--- src/rtl/ysyx_220053_ifetch_responder_pkg.sv ---
`default_nettype none
// ============================================================================
// ysyx_220053_ifetch_responder_pkg
// ----------------------------------------------------------------------------
// Shared definitions for the fetch-path line responder and the fetch unit:
// FSM state encoding, line/beat widths, request-type constants and a helper
// that aligns a byte address down to its 16-byte line base.
// Ports: none (package).
// Revision: 1.0 - initial release
// ============================================================================
package ysyx_220053_ifetch_responder_pkg;

  localparam int LINE_W = 128;
  localparam int BEAT_W = 64;

  // Request type as seen on i_rw_req_i; the fetch unit uses the same values.
  localparam logic RW_READ  = 1'b0;
  localparam logic RW_WRITE = 1'b1;

  typedef enum logic [1:0] {
    ST_IDLE  = 2'd0,
    ST_BEAT0 = 2'd1,
    ST_BEAT1 = 2'd2,
    ST_RESP  = 2'd3
  } state_t;

  // Clear the low four address bits so both beats stay within one line.
  function automatic logic [63:0] line_base(input logic [63:0] addr);
    return addr & ~64'hF;
  endfunction

endpackage
`default_nettype wire

--- src/rtl/ysyx_220053_ifetch_responder.sv ---
`default_nettype none
// ============================================================================
// ysyx_220053_ifetch_responder
// ----------------------------------------------------------------------------
// Memory-side responder for the fetch-stage i_rw_* line interface. A 16-byte
// line read is split into two 64-bit beats on a req/ack memory port and the
// assembled line is returned with a one-cycle ready strobe. Write requests
// and beats that wait too long for an ack are answered with an error.
//
// Ports:
//   clk           - clock, all logic on the rising edge
//   rst           - synchronous active-low reset
//   i_rw_valid_i  - request valid from fetch (sampled only in IDLE)
//   i_rw_req_i    - 0 = read, 1 = write (write answered with error)
//   i_rw_addr_i   - byte address, bits [3:0] ignored
//   i_rw_ready_o  - one-cycle response strobe
//   i_data_read_o - 128-bit line, valid while i_rw_ready_o = 1
//   i_rw_err_o    - error flag, valid while i_rw_ready_o = 1
//   mem_req_o     - beat request, held until ack
//   mem_addr_o    - 8-byte-aligned beat address
//   mem_ack_i     - beat complete, mem_rdata_i valid in the same cycle
//   mem_rdata_i   - 64-bit beat data
// Revision: 1.0 - initial release
// ============================================================================
module ysyx_220053_ifetch_responder
  import ysyx_220053_ifetch_responder_pkg::*;
#(
  parameter int unsigned TIMEOUT = 255,
  parameter int unsigned CNT_W   = 8
) (
  input  logic              clk,
  input  logic              rst,
  input  logic              i_rw_valid_i,
  input  logic              i_rw_req_i,
  input  logic [63:0]       i_rw_addr_i,
  output logic              i_rw_ready_o,
  output logic [LINE_W-1:0] i_data_read_o,
  output logic              i_rw_err_o,
  output logic              mem_req_o,
  output logic [63:0]       mem_addr_o,
  input  logic              mem_ack_i,
  input  logic [BEAT_W-1:0] mem_rdata_i
);

  localparam logic [CNT_W-1:0] C_TIMEOUT = CNT_W'(TIMEOUT);
  localparam logic [CNT_W-1:0] C_ONE     = CNT_W'(1);

  state_t              state_q, state_d;
  logic [63:0]         base_q,  base_d;
  logic [LINE_W-1:0]   line_q,  line_d;
  logic [CNT_W-1:0]    cnt_q,   cnt_d;
  logic                err_q,   err_d;

  // --------------------------------------------------------------------------
  // State and datapath registers
  // --------------------------------------------------------------------------
  always_ff @(posedge clk) begin
    if (!rst) begin
      state_q <= ST_IDLE;
      base_q  <= '0;
      line_q  <= '0;
      cnt_q   <= '0;
      err_q   <= 1'b0;
    end else begin
      state_q <= state_d;
      base_q  <= base_d;
      line_q  <= line_d;
      cnt_q   <= cnt_d;
      err_q   <= err_d;
    end
  end

  // --------------------------------------------------------------------------
  // Next-state logic
  // --------------------------------------------------------------------------
  always_comb begin
    state_d = state_q;
    base_d  = base_q;
    line_d  = line_q;
    cnt_d   = cnt_q;
    err_d   = err_q;

    unique case (state_q)
      ST_IDLE: begin
        if (i_rw_valid_i) begin
          line_d = '0;
          cnt_d  = '0;
          if (i_rw_req_i == RW_WRITE) begin
            // Writes are not supported on the fetch path: answer at once.
            err_d   = 1'b1;
            state_d = ST_RESP;
          end else begin
            base_d  = line_base(i_rw_addr_i);
            err_d   = 1'b0;
            state_d = ST_BEAT0;
          end
        end
      end

      ST_BEAT0: begin
        if (mem_ack_i) begin
          line_d[BEAT_W-1:0] = mem_rdata_i;
          cnt_d              = '0;
          state_d            = ST_BEAT1;
        end else if (cnt_q == C_TIMEOUT) begin
          // Abort: the partial line is discarded so fetch never sees it.
          line_d  = '0;
          err_d   = 1'b1;
          cnt_d   = '0;
          state_d = ST_RESP;
        end else begin
          cnt_d = cnt_q + C_ONE;
        end
      end

      ST_BEAT1: begin
        if (mem_ack_i) begin
          line_d[LINE_W-1:BEAT_W] = mem_rdata_i;
          cnt_d                   = '0;
          state_d                 = ST_RESP;
        end else if (cnt_q == C_TIMEOUT) begin
          line_d  = '0;
          err_d   = 1'b1;
          cnt_d   = '0;
          state_d = ST_RESP;
        end else begin
          cnt_d = cnt_q + C_ONE;
        end
      end

      ST_RESP: begin
        state_d = ST_IDLE;
      end

      default: begin
        state_d = ST_IDLE;
      end
    endcase
  end

  // --------------------------------------------------------------------------
  // Outputs: decoded from registered state only, so the memory address is
  // stable for the whole time a beat request is held.
  // --------------------------------------------------------------------------
  assign i_rw_ready_o  = (state_q == ST_RESP);
  assign i_rw_err_o    = (state_q == ST_RESP) & err_q;
  assign i_data_read_o = line_q;
  assign mem_req_o     = (state_q == ST_BEAT0) | (state_q == ST_BEAT1);

  always_comb begin
    mem_addr_o = '0;
    if (state_q == ST_BEAT0) begin
      mem_addr_o = base_q;
    end else if (state_q == ST_BEAT1) begin
      // Upper beat of the line; 64-bit wrap is intentionally not flagged.
      mem_addr_o = base_q + 64'd8;
    end
  end

endmodule
`default_nettype wire

--- config.mk ---
export PLATFORM = sky130hd
export DESIGN_NAME = ysyx_220053_ifetch_responder
export DESIGN_NICKNAME = d
export VERILOG_FILES = /design/src/rtl/ysyx_220053_ifetch_responder_pkg.sv /design/src/rtl/ysyx_220053_ifetch_responder.sv
export SDC_FILE = /design/constraint.sdc
export NUM_CORES = 1
export LEC_CHECK = 0
export BUFFER_PORTS_ARGS = -buffer_cell sky130_fd_sc_hd__buf_4
export CELL_PAD_IN_SITES_DETAIL_PLACEMENT = 2
export CELL_PAD_IN_SITES_GLOBAL_PLACEMENT = 2
export CORE_UTILIZATION = 29
export CTS_CLUSTER_DIAMETER = 120
export DETAILED_ROUTE_END_ITERATION = 8
export MAX_ROUTING_LAYER = met4
export PLACE_DENSITY = 0.92
export SLEW_MARGIN = 20
export SYNTH_ARGS = -nofsm -noshare
export SYNTH_HDL_FRONTEND = slang
export SYNTH_SLANG_ARGS = --single-unit
--- constraint.sdc ---
create_clock -name clk -period 2.5 [get_ports clk]
set_clock_uncertainty 0.05 [all_clocks]
set_input_delay 0.25 -clock clk [delete_from_list [all_inputs] [get_ports clk]]
set_output_delay 0.25 -clock clk [all_outputs]
set_load 0.1 [all_outputs]
; ---- Yosys cells after proc, flatten, opt, wreduce, memory -nomap -nowiden
; Index checks and enable logic that the tools add are counted.
; Widths: inputs -> output; s select.
[word_totals]
output_inout_bits = 195
input_bits = 133
ff_bits = 199
wordCells = 53
[classes]
add_sub_neg = 2
muxes = 24
n_reduce_logical = 9
eq_ne = 9
bitwise_logic = 3
[op_table]
columns = op, n
row1 = $mux 64, 6
row2 = $pmux 128 s3, 1
row3 = $mux 128, 2
row4 = $add 64x4->64 const B, 1
row5 = $mux 8, 3
row6 = $pmux 8 s2, 1
row7 = $mux 2, 5
row8 = $reduce_and 3->1, 3
row9 = $add 8x1->8 const B, 1
row10 = $eq 8x8->1 const B, 1
row11 = $ne 2x2->1 const B, 4
row12 = $pmux 2 s4, 1
row13 = $eq 2x2->1 const B, 2
row14 = $mux 1, 4
row15 = $reduce_and 4->1, 1
row16 = $reduce_bool 3->1, 1
row17 = $eq 2x1->1 const B, 1
row18 = $logic_not 2->1, 1
row19 = $ne 2x1->1 const B, 1
row20 = $pmux 1 s2, 1
row21 = $reduce_and 2->1, 1
row22 = $reduce_bool 2->1, 1
row23 = $reduce_or 2->1, 1
row24 = $and 1x1->1, 1
row25 = 2 further kinds, 2

; ---- Logic depth before layout (Yosys ltp)
; Gate-level depths: netlist of the first run.
[depth]
depth_word = 4
mapped_depth = 9
mapped_depth_nobuf = 6

; ---- Worst setup path before layout of the first run
; No wires, ideal clock.
[synth_path]
path_kind = register to output
startpoint = register state_q[1]
endpoint = output mem_addr_o[10]
path_stages_with_launch = 6
n_path_buf = 1
t_required_ns = 2.200
arrival_ns = 2.320
path_slack_ns = -0.120
cell_sequence = dfxtp_1 -> inv_1 -> ha_1 -> nor2_2 -> clkbuf_1 -> nor2b_1
[synth_between]
elab_chain_len = 3
word_cells_on_any_way = 4
classes_between = eq/ne (2) / mux (2)
[synth_rtl]
columns = element, line_no
row1 = from (decl), ysyx_220053_ifetch_responder.sv:48  ; state_t state_q, state_d;
row2 = from (signal assigned), ysyx_220053_ifetch_responder.sv:65  ; state_q <= state_d;
row3 = $eq 2x2->1, ysyx_220053_ifetch_responder.sv:154  ; end else if (state_q == ST_BEAT1) begin
row4 = $mux 64, ysyx_220053_ifetch_responder.sv:154
row5 = $mux 64 (*), ysyx_220053_ifetch_responder.sv:152  ; if (state_q == ST_BEAT0) begin
row6 = to (decl), ysyx_220053_ifetch_responder.sv:40  ; output logic [63:0] mem_addr_o,
; Mark *: on every way between the ends. The rest lies on a longest branch, timed or not.

; ---- Worst setup path in the final report of the first run
[layout_path]
startpoint = register state_q[0]
endpoint = output mem_addr_o[34]
; Same word-level chain as after synthesis.

==> results of run 1 <==
-- flip-flops by register name (all words and copies together) (netlist names) --
name and cells:
state_q 2, err_q 1, i_data_read_o 128, cnt_q 8, base_q 60
-- critical path, cell delays in order (launching register included) --
cell and delay, ns:
dfxtp_1 0.33, inv_1 0.13, ha_2 0.34, nor2_4 0.11, buf_12 0.19, nor2b_1 0.21, buf_4 0.34
-- synth_stat cells (6+ instances only) --
cell type / number
nor2b_1: 62
inv_1: 69
nand2_1: 130
o21ai_0: 131
buf_6: 8
a31o_1: 126
dfxtp_1: 199
ha_1: 6
nor2_1: 7
buf_4: 6
clkbuf_1: 47
a22o_1: 126
buf_2: 45
buf_1: 6
a21oi_1: 67
-- worst paths after layout --
kind | endpoint | depth (start not counted)
hold / removal | base_q[16] | 3
setup reg to reg | i_data_read_o[21] | 8
hold reg to reg | base_q[55] | 2
setup / recovery | mem_addr_o[34] | 6
-- metrics by stage --
step | instances | hold WS [ns]
6_report | 1869 | 0.0198
2_1_floorplan | 1089 | 0.318
3_3_place_gp | 1722 | 0.387
3_5_place_dp | 1722 | 0.396
4_1_cts | 1865 | 0.00153
5_1_grt | 1869 | 0.00656
-- routing by layer --
layer  global-route usage [%]  part of all wire (%)  wire length (um)  up-vias
li1                         -                     -                 -     4606
met5                        -                     0                 0        -
met4                     9.61                   2.7              1240        0
met2                     46.7                    50             22700      412
met1                     30.6                    40             18500     5221
met3                     7.52                   7.0              3210       72
-- repair_timing --
item	4_1_cts	5_1_grt
hold endpoints to repair	170	0
setup buffers	0	1
pin swaps	0	1
gates cloned	0	2
setup endpoints to repair	1	45
resized for setup	1	2
hold buffers	111	0
-- power by group --
part	total (W)	switching, W	internal (W)	leakage, nW
Clock	0.00287	0.00147	0.00139	0.284
Sequential	0.00356	0.000166	0.00339	1.61
Combinational	0.00501	0.00346	0.00154	3.98
Total	0.0114	0.00510	0.00633	5.87
-- cell type report --
cell class | instances | area (um2)
multi-input cells | 708 | 4620
clock inverters | 12 | 113
inverters | 70 | 263
clock buffers | 20 | 467
fillers | 3381 | 17900
flip-flops and latches | 199 | 3980
well taps | 402 | 503
diodes | 1 | 2.50
repair buffers | 457 | 3860
-- kinds of logic after synthesis --
group	synth area share, %
AOI/OAI and AO/OA	35.5
and+or+nand+nor	12.2
other	0.0399
buffers and inverters	8.75
xor gates and xnor gates	0.373
adders and majority gates	0.799
DFF	42.4
==> impl_metrics.csv, run 1 <==
group,metric,value,unit
power_and_ir_drop,power.total,0.0114,W
place,placed_cell_area,12100,um2
sta,rsz0062_at_grt,"true",
sta,setup_ws,0.0900,ns
synthesis,synth.cell_area,9400,um2
outcome,status,"finished clean",
sta,worstMarginPinSlew,0.854,ns
detailed_routing,routedWlPerCell,24.4,um
clock_tree,htreeDepth,4,
final_layout,final_util,43.6,%
floorplan,fp.dieW,182,um
clock_tree,cts_tree,"done",
clock_tree,cts_root_buf,"clkbuf_16",
setup_path,reg2reg_slack,0.14,ns
floorplan,die_h,182,um
hold_path,holdCritStartpoint,"i_rw_addr_i[16]",
global_route,antenna_found_initial,1,
detailed_routing,ant_nets,0,
synthesis,synth.largest_area_cell,"dfxtp_1",
sta,fin_crit_sh,96.4,%
global_route,grt_pass1_wl,68.4,mm
sta,report.final.slew_viol_count,0,
synthesis,synth_top_area_share,42.4,%
synthesis,synthFlopType,"dfxtp_1",
setup_path,critPathRequiredTime,2.20,ns
sta,hold_violations,0,
power_and_ir_drop,cellLeakagePower,5.87,nW
synthesis,synth_edf_count,0,
floorplan,initial_core_util,29.6,%
final_layout,mostFrequentLayoutCells,"buf_4 (333), dfxtp_1 (199), o21ai_0 (131)",
power_and_ir_drop,peakVddDrop,0.513,mV
synthesis,async_reset_ff_share,0,%
place,place_hpwl,25.2,mm
sta,setup_viol_count_final,0,
detailed_routing,first_pass_iters,5,
clock_tree,cts_made_buffers,17,
floorplan,die_area,33100,um2
floorplan,row_count,65,
detailed_routing,routed_via_density,5.52,
global_route,grt_pass1_vias,11400,
sta,layout_min_cycle_time,2.41,ns
clock_tree,cts_buffer_depth,2,
detailed_routing,post-route-drc-count,0,
final_layout,area_growth,47.1,%
power_and_ir_drop,powerDensity,827,nW/um2
synthesis,ys_seq_area_share,42.4,%
final_layout,drive_gt1_share,26.9,%
place,gp_congestion,0.735,
sta,slew_headroom,43.1,%
detailed_routing,drtIter0Drc,581,
floorplan,coreArea,31700,um2
sta,fmax,415,MHz
place,place_ws,0.132,ns
setup_path,worstPathArrival,2.11,ns
global_route,overflow,0,
hold_path,hold_class,"in2reg",
flow_run,maxCapViolCount,0,
clock_tree,clkTransAtPathRegs,0.09,ns
clock_tree,worstSkewPairLatency,0.45,ns
synthesis,yosys_warnings,0,
place,port_buffers,320,
final_layout,fin_area,13800,um2
setup_path,cp_max_fo,30,
synthesis,syn_inst,1087,
synthesis,synth_area_leaders,"dfxtp_1 (42%), a22o_1 (12%), a31o_1 (12%)",
setup_path,endpoint_kind,"primary output",
final_layout,nNetsFinal,1592,
detailed_routing,drt-total-wl,45.6,mm
global_route,track_usage,27.4,%
synthesis,synth_cell_types,44,
floorplan,io-pin-count,328,
clock_tree,clkSinkCount,199,
detailed_routing,vias,10300,
global_route,grt_max_degree,98,
sta,fin_tns_setup,0,ns
final_layout,final_common_cell,"buf_4",
setup_path,crit_path_start_kind,"flop",
setup_path,worst-setup-path-type,"reg2out",
synthesis,ys_ff_latch,199,
synthesis,syn_area_per_cell,8.65,um2
setup_path,regToRegStartpoint,"state_q[1]",
setup_path,worstSetupStartpoint,"state_q[0]",
Power figures use the tool's default switching activity.
==> run 2: changes to the inputs <==
CELL_PAD_IN_SITES_DETAIL_PLACEMENT = 0   (was 2)
CELL_PAD_IN_SITES_GLOBAL_PLACEMENT = 1   (was 2)
CORE_UTILIZATION = 30   (was 29)
PLACE_DENSITY = 0.79   (was 0.92)
==> impl_metrics.csv, run 2 (synthesized netlist as in run 1, its figures left out) <==
group,metric,value,unit
outcome,status,"finished clean",
global_route,grt_pass1_vias,9213,
place,port_buffers,320,
sta,fmax,419,MHz
detailed_routing,routed_via_density,5.12,
power_and_ir_drop,power_frac_comb,43.2,%
clock_tree,worstSkewPairLatency,0.44,ns
place,place_hpwl,19.8,mm
sta,layout_min_cycle_time,2.38,ns
floorplan,die_h,179,um
global_route,antenna_found_initial,0,
power_and_ir_drop,p_seq_share,31.8,%
setup_path,crit_path_start_kind,"flop",
sta,fin_tns_setup,0,ns
detailed_routing,post-route-drc-count,0,
hold_path,hold_class,"in2reg",
clock_tree,htreeDepth,4,
floorplan,die_area,32000,um2
setup_path,critPathRequiredTime,2.20,ns
detailed_routing,drt-total-wl,32.9,mm
power_and_ir_drop,peakVddDrop,0.546,mV
global_route,busiest_layer,"met2",
final_layout,diodes,0,
place,dp_cells,1720,
power_and_ir_drop,internal_power,0.00634,W
clock_tree,cts_tree,"done",
clock_tree,clkSinkCount,199,
clock_tree,cts_buffer_depth,2,
clock_tree,clkTransAtPathRegs,0.07,ns
final_layout,final_common_cell,"buf_4",
clock_tree,cts_made_buffers,17,
sta,worstMarginPinSlew,0.762,ns
place,place_ws,0.250,ns
final_layout,nNetsFinal,1603,
global_route,grt_pass1_wl,49.7,mm
detailed_routing,ant_nets,0,
clock_tree,cts_root_buf,"clkbuf_16",
floorplan,coreArea,30700,um2
global_route,grt_max_degree,85,
final_layout,final-instance-count-excl-fill,1873,
power_and_ir_drop,switching_share,42.9,%
final_layout,area_growth,48.7,%
sta,rsz0062_at_grt,"false",
clock_tree,cts_resized,0,
power_and_ir_drop,switchingPower,0.00475,W
power_and_ir_drop,cellLeakagePower,5.93,nW
floorplan,row_count,64,
sta,setup_viol_count_final,0,
sta,slew_headroom,49.2,%
flow_run,maxCapViolCount,0,
detailed_routing,first_pass_iters,6,
setup_path,endpoint_kind,"primary output",
clock_tree,cts_setup_buffers,0,
final_layout,largest_reg_flops,128,
detailed_routing,vias,9593,
detailed_routing,drtIter0Drc,658,
global_route,met1_usage,24.0,%
power_and_ir_drop,power.total,0.0111,W
global_route,overflow,0,
floorplan,fp.dieW,179,um
setup_path,worst-setup-path-type,"reg2out",
global_route,grt_use_met2,33.6,%
floorplan,io-pin-count,328,
floorplan,initial_core_util,30.6,%
sta,setup_ws,0.116,ns
power_and_ir_drop,p_clk_share,25.0,%
sta,holdWs,0.0319,ns
setup_path,cp_max_fo,30,
detailed_routing,routedWlPerCell,17.6,um
global_route,met3_usage,5.96,%
setup_path,worstPathArrival,2.08,ns
sta,fin_crit_sh,95.4,%
final_layout,drive_gt1_share,26.7,%
place,gp_congestion,0.779,
power_and_ir_drop,powerDensity,794,nW/um2
global_route,track_usage,20.5,%
sta,report.final.slew_viol_count,0,
sta,hold_violations,0,
final_layout,mostFrequentLayoutCells,"buf_4 (331), dfxtp_1 (199), o21ai_0 (131)",
## run 2: cell count changes in the layout (fill, tap and decap cells not counted), moves of 2 or more
cell and change:
buf_12 +7, buf_4 -2, buf_6 -2, clkbuf_8 -2, clkinv_4 -2, dlygate4sd3_1 +9
## run 2: final timing paths
| path | slack (ns) | endpoint | cells past startpoint | startpoint |
|---|---|---|---|---|
| setup / recovery | 0.12 | mem_addr_o[25] | 6 | state_q[1] |
| hold / removal | 0.03 | base_q[24] | 3 | i_rw_addr_i[24] |
| setup reg to reg | 0.25 | i_data_read_o[27] | 7 | state_q[1] |
| hold reg to reg | 0.40 | base_q[62] | 2 | base_q[62] |
## run 2: per-stage QoR
stage	area [um2]	utilization [%]
after floorplan	9410	-
after global placement	12200	39.7
after detailed placement	12200	39.7
after CTS	13900	45.5
after global routing	14000	45.6
final	14000	45.6
## run 2: power groups by stage
stage | Sequential (W) | Combinational, W | Clock [W]
CTS | 0.00353 | 0.00474 | 0.00286
global route | 0.00356 | 0.00510 | 0.00299
global placement | 0.00359 | 0.00454 | 0
finish | 0.00353 | 0.00479 | 0.00277
floorplan | 0.00420 | 0.00274 | 0
detailed placement | 0.00360 | 0.00457 | 0
## run 2: repair_timing
item | 4_1_cts | 5_1_grt
hold buffers | 120 | 0
setup endpoints to repair | 0 | 4
hold endpoints to repair | 183 | 0
## run 2: layout make-up
class / instances / area, um2
fillers: 2917 / 16700
multi-input cells: 708 / 4620
repair buffers: 468 / 4030
flip-flops and latches: 199 / 3980
well taps: 396 / 495
clock buffers: 19 / 443
inverters: 70 / 263
clock inverters: 13 / 134
## run 2: critical path, cell delays in order, from the launching register on
cell	delay, ns
dfxtp_1	0.36
inv_1	0.13
ha_2	0.29
nor2_4	0.10
buf_12	0.18
nor2b_1	0.23
buf_4	0.34
## run 2: layer usage
| layer | vias to the layer above | part of all wire (%) |
|---|---|---|
| li1 | 4633 | - |
| met1 | 4585 | 42 |
| met2 | 353 | 48 |
| met3 | 22 | 8.0 |
| met4 | 0 | 1.7 |
| met5 | - | 0 |
==> run 3: changes to the inputs <==
CORE_UTILIZATION = 37   (was 30)
PLACE_DENSITY = 0.92   (was 0.79)
==> impl_metrics.csv, run 3 (synthesized netlist as in run 1, its figures left out) <==
group,metric,value,unit
outcome,status,"finished clean",
clock_tree,cts_buffer_depth,2,
global_route,grt_max_degree,93,
final_layout,n_fill_cell,2193,
final_layout,area_growth,43.6,%
sta,report.final.slew_viol_count,0,
final_layout,largest_reg_flops,128,
clock_tree,worstSkewPairLatency,0.43,ns
setup_path,worstRegToRegCells,7,
floorplan,row_count,57,
final_layout,diodes,0,
power_and_ir_drop,switchingPower,0.00466,W
floorplan,die_area,26000,um2
detailed_routing,ant_nets,0,
setup_path,cp_max_fo,60,
global_route,antenna_found_initial,0,
detailed_routing,post-route-drc-count,0,
power_and_ir_drop,power.total,0.0109,W
final_layout,drive_gt1_share,27.0,%
sta,fin_crit_sh,94.1,%
detailed_routing,vias,9590,
sta,setup_viol_count_final,0,
clock_tree,cts_hold_repair.buffers,91,
setup_path,endpoint_kind,"primary output",
hold_path,hold_class,"in2reg",
setup_path,worstPathArrival,2.05,ns
clock_tree,htreeDepth,4,
clock_tree,cts_root_buf,"clkbuf_16",
power_and_ir_drop,switching_share,42.9,%
final_layout,final_common_cell,"buf_4",
floorplan,coreArea,24600,um2
power_and_ir_drop,cellLeakagePower,5.77,nW
clock_tree,cts_made_buffers,17,
place,gp_congestion,0.819,
place,port_buffers,320,
final_layout,mostFrequentLayoutCells,"buf_4 (333), dfxtp_1 (199), o21ai_0 (131)",
setup_path,critPathRequiredTime,2.20,ns
power_and_ir_drop,internal_power,0.00620,W
clock_tree,cts_tree,"done",
setup_path,worst-setup-path-type,"reg2out",
floorplan,initial_core_util,38.2,%
power_and_ir_drop,p_clk_share,25.2,%
power_and_ir_drop,powerDensity,805,nW/um2
clock_tree,clkTransAtPathRegs,0.09,ns
flow_run,maxCapViolCount,0,
sta,layout_min_cycle_time,2.35,ns
sta,hold_violations,0,
floorplan,die_h,161,um
setup_path,crit_path_start_kind,"flop",
sta,worstMarginPinSlew,0.728,ns
detailed_routing,first_pass_iters,5,
sta,fmax,425,MHz
sta,slew_headroom,51.5,%
floorplan,io-pin-count,328,
power_and_ir_drop,p_seq_share,32.4,%
global_route,track_usage,23.9,%
power_and_ir_drop,power_frac_comb,42.4,%
sta,rsz0062_at_grt,"false",
global_route,grt_pass1_wl,48.8,mm
clock_tree,cts_resized,0,
sta,holdWs,0.0128,ns
global_route,overflow,0,
clock_tree,clkSinkCount,199,
detailed_routing,routed_via_density,5.42,
power_and_ir_drop,peakVddDrop,0.490,mV
clock_tree,cts_setup_buffers,0,
detailed_routing,drtIter0Drc,922,
detailed_routing,drt-total-wl,31.0,mm
detailed_routing,routedWlPerCell,17.5,um
global_route,grt_pass1_vias,9303,
place,place_hpwl,19.0,mm
final_layout,nNetsFinal,1572,
floorplan,fp.dieW,161,um
hold_path,whs_path_depth,3,
==> run 3: power groups by stage <==
stage                     Sequential, W  Clock, W  Combinational [W]
final                           0.00352   0.00274            0.00461
after global routing            0.00355   0.00292            0.00491
after CTS                       0.00352   0.00278            0.00462
after detailed placement        0.00359         0            0.00448
after global placement          0.00358         0            0.00445
after floorplan                 0.00420         0            0.00274
==> run 3: path summary, 6_finish.rpt <==
kind,start,end,slack (ns)
worst max-delay path,state_q[1],mem_addr_o[38],0.15
worst min-delay path,i_rw_addr_i[53],base_q[53],0.01
worst max register to register,state_q[1],i_data_read_o[20],0.20
worst min register to register,base_q[26],base_q[26],0.40
==> run 3: cell type report <==
class | instances | area (um2) | share of cell area [%]
clock buffer | 18 | 429 | 3.18
clock inverter | 14 | 139 | 1.03
inverter | 70 | 263 | 1.95
multi-input combinational | 708 | 4620 | 34.3
sequential | 199 | 3980 | 29.5
tap | 324 | 405 | 3.00
timing repair buffer | 437 | 3650 | 27.1
==> run 3: worst max-delay path, stage by stage (launching register included) <==
cell and delay (ns):
dfxtp_1 0.41, inv_1 0.11, ha_2 0.24, nor2_4 0.18, buf_12 0.27, nor2b_1 0.12, buf_4 0.25
==> run 3: per-stage QoR <==
| stage | instance area (um2) | setup WS (ns) | TNS [ns] | utilization [%] | instances |
|---|---|---|---|---|---|
| after floorplan | 9410 | -0.120 | -17.28 | - | 1089 |
| final | 13500 | 0.147 | 0 | 54.8 | 1770 |
| after detailed placement | 12000 | 0.255 | 0 | 48.7 | 1645 |
| after global placement | 12000 | 0.299 | 0 | 48.7 | 1645 |
| after global routing | 13500 | 0.00318 | 0 | 54.8 | 1770 |
| after CTS | 13500 | 0.116 | 0 | 54.8 | 1768 |
==> run 3: metal layers <==
| layer | vias to the layer above | global-route usage, % | wire (um) |
|---|---|---|---|
| li1 | 4565 | - | - |
| met1 | 4572 | 29.4 | 13300 |
| met2 | 414 | 38.7 | 14800 |
| met3 | 39 | 4.73 | 2250 |
| met4 | 0 | 8.49 | 623 |
| met5 | - | - | 0 |
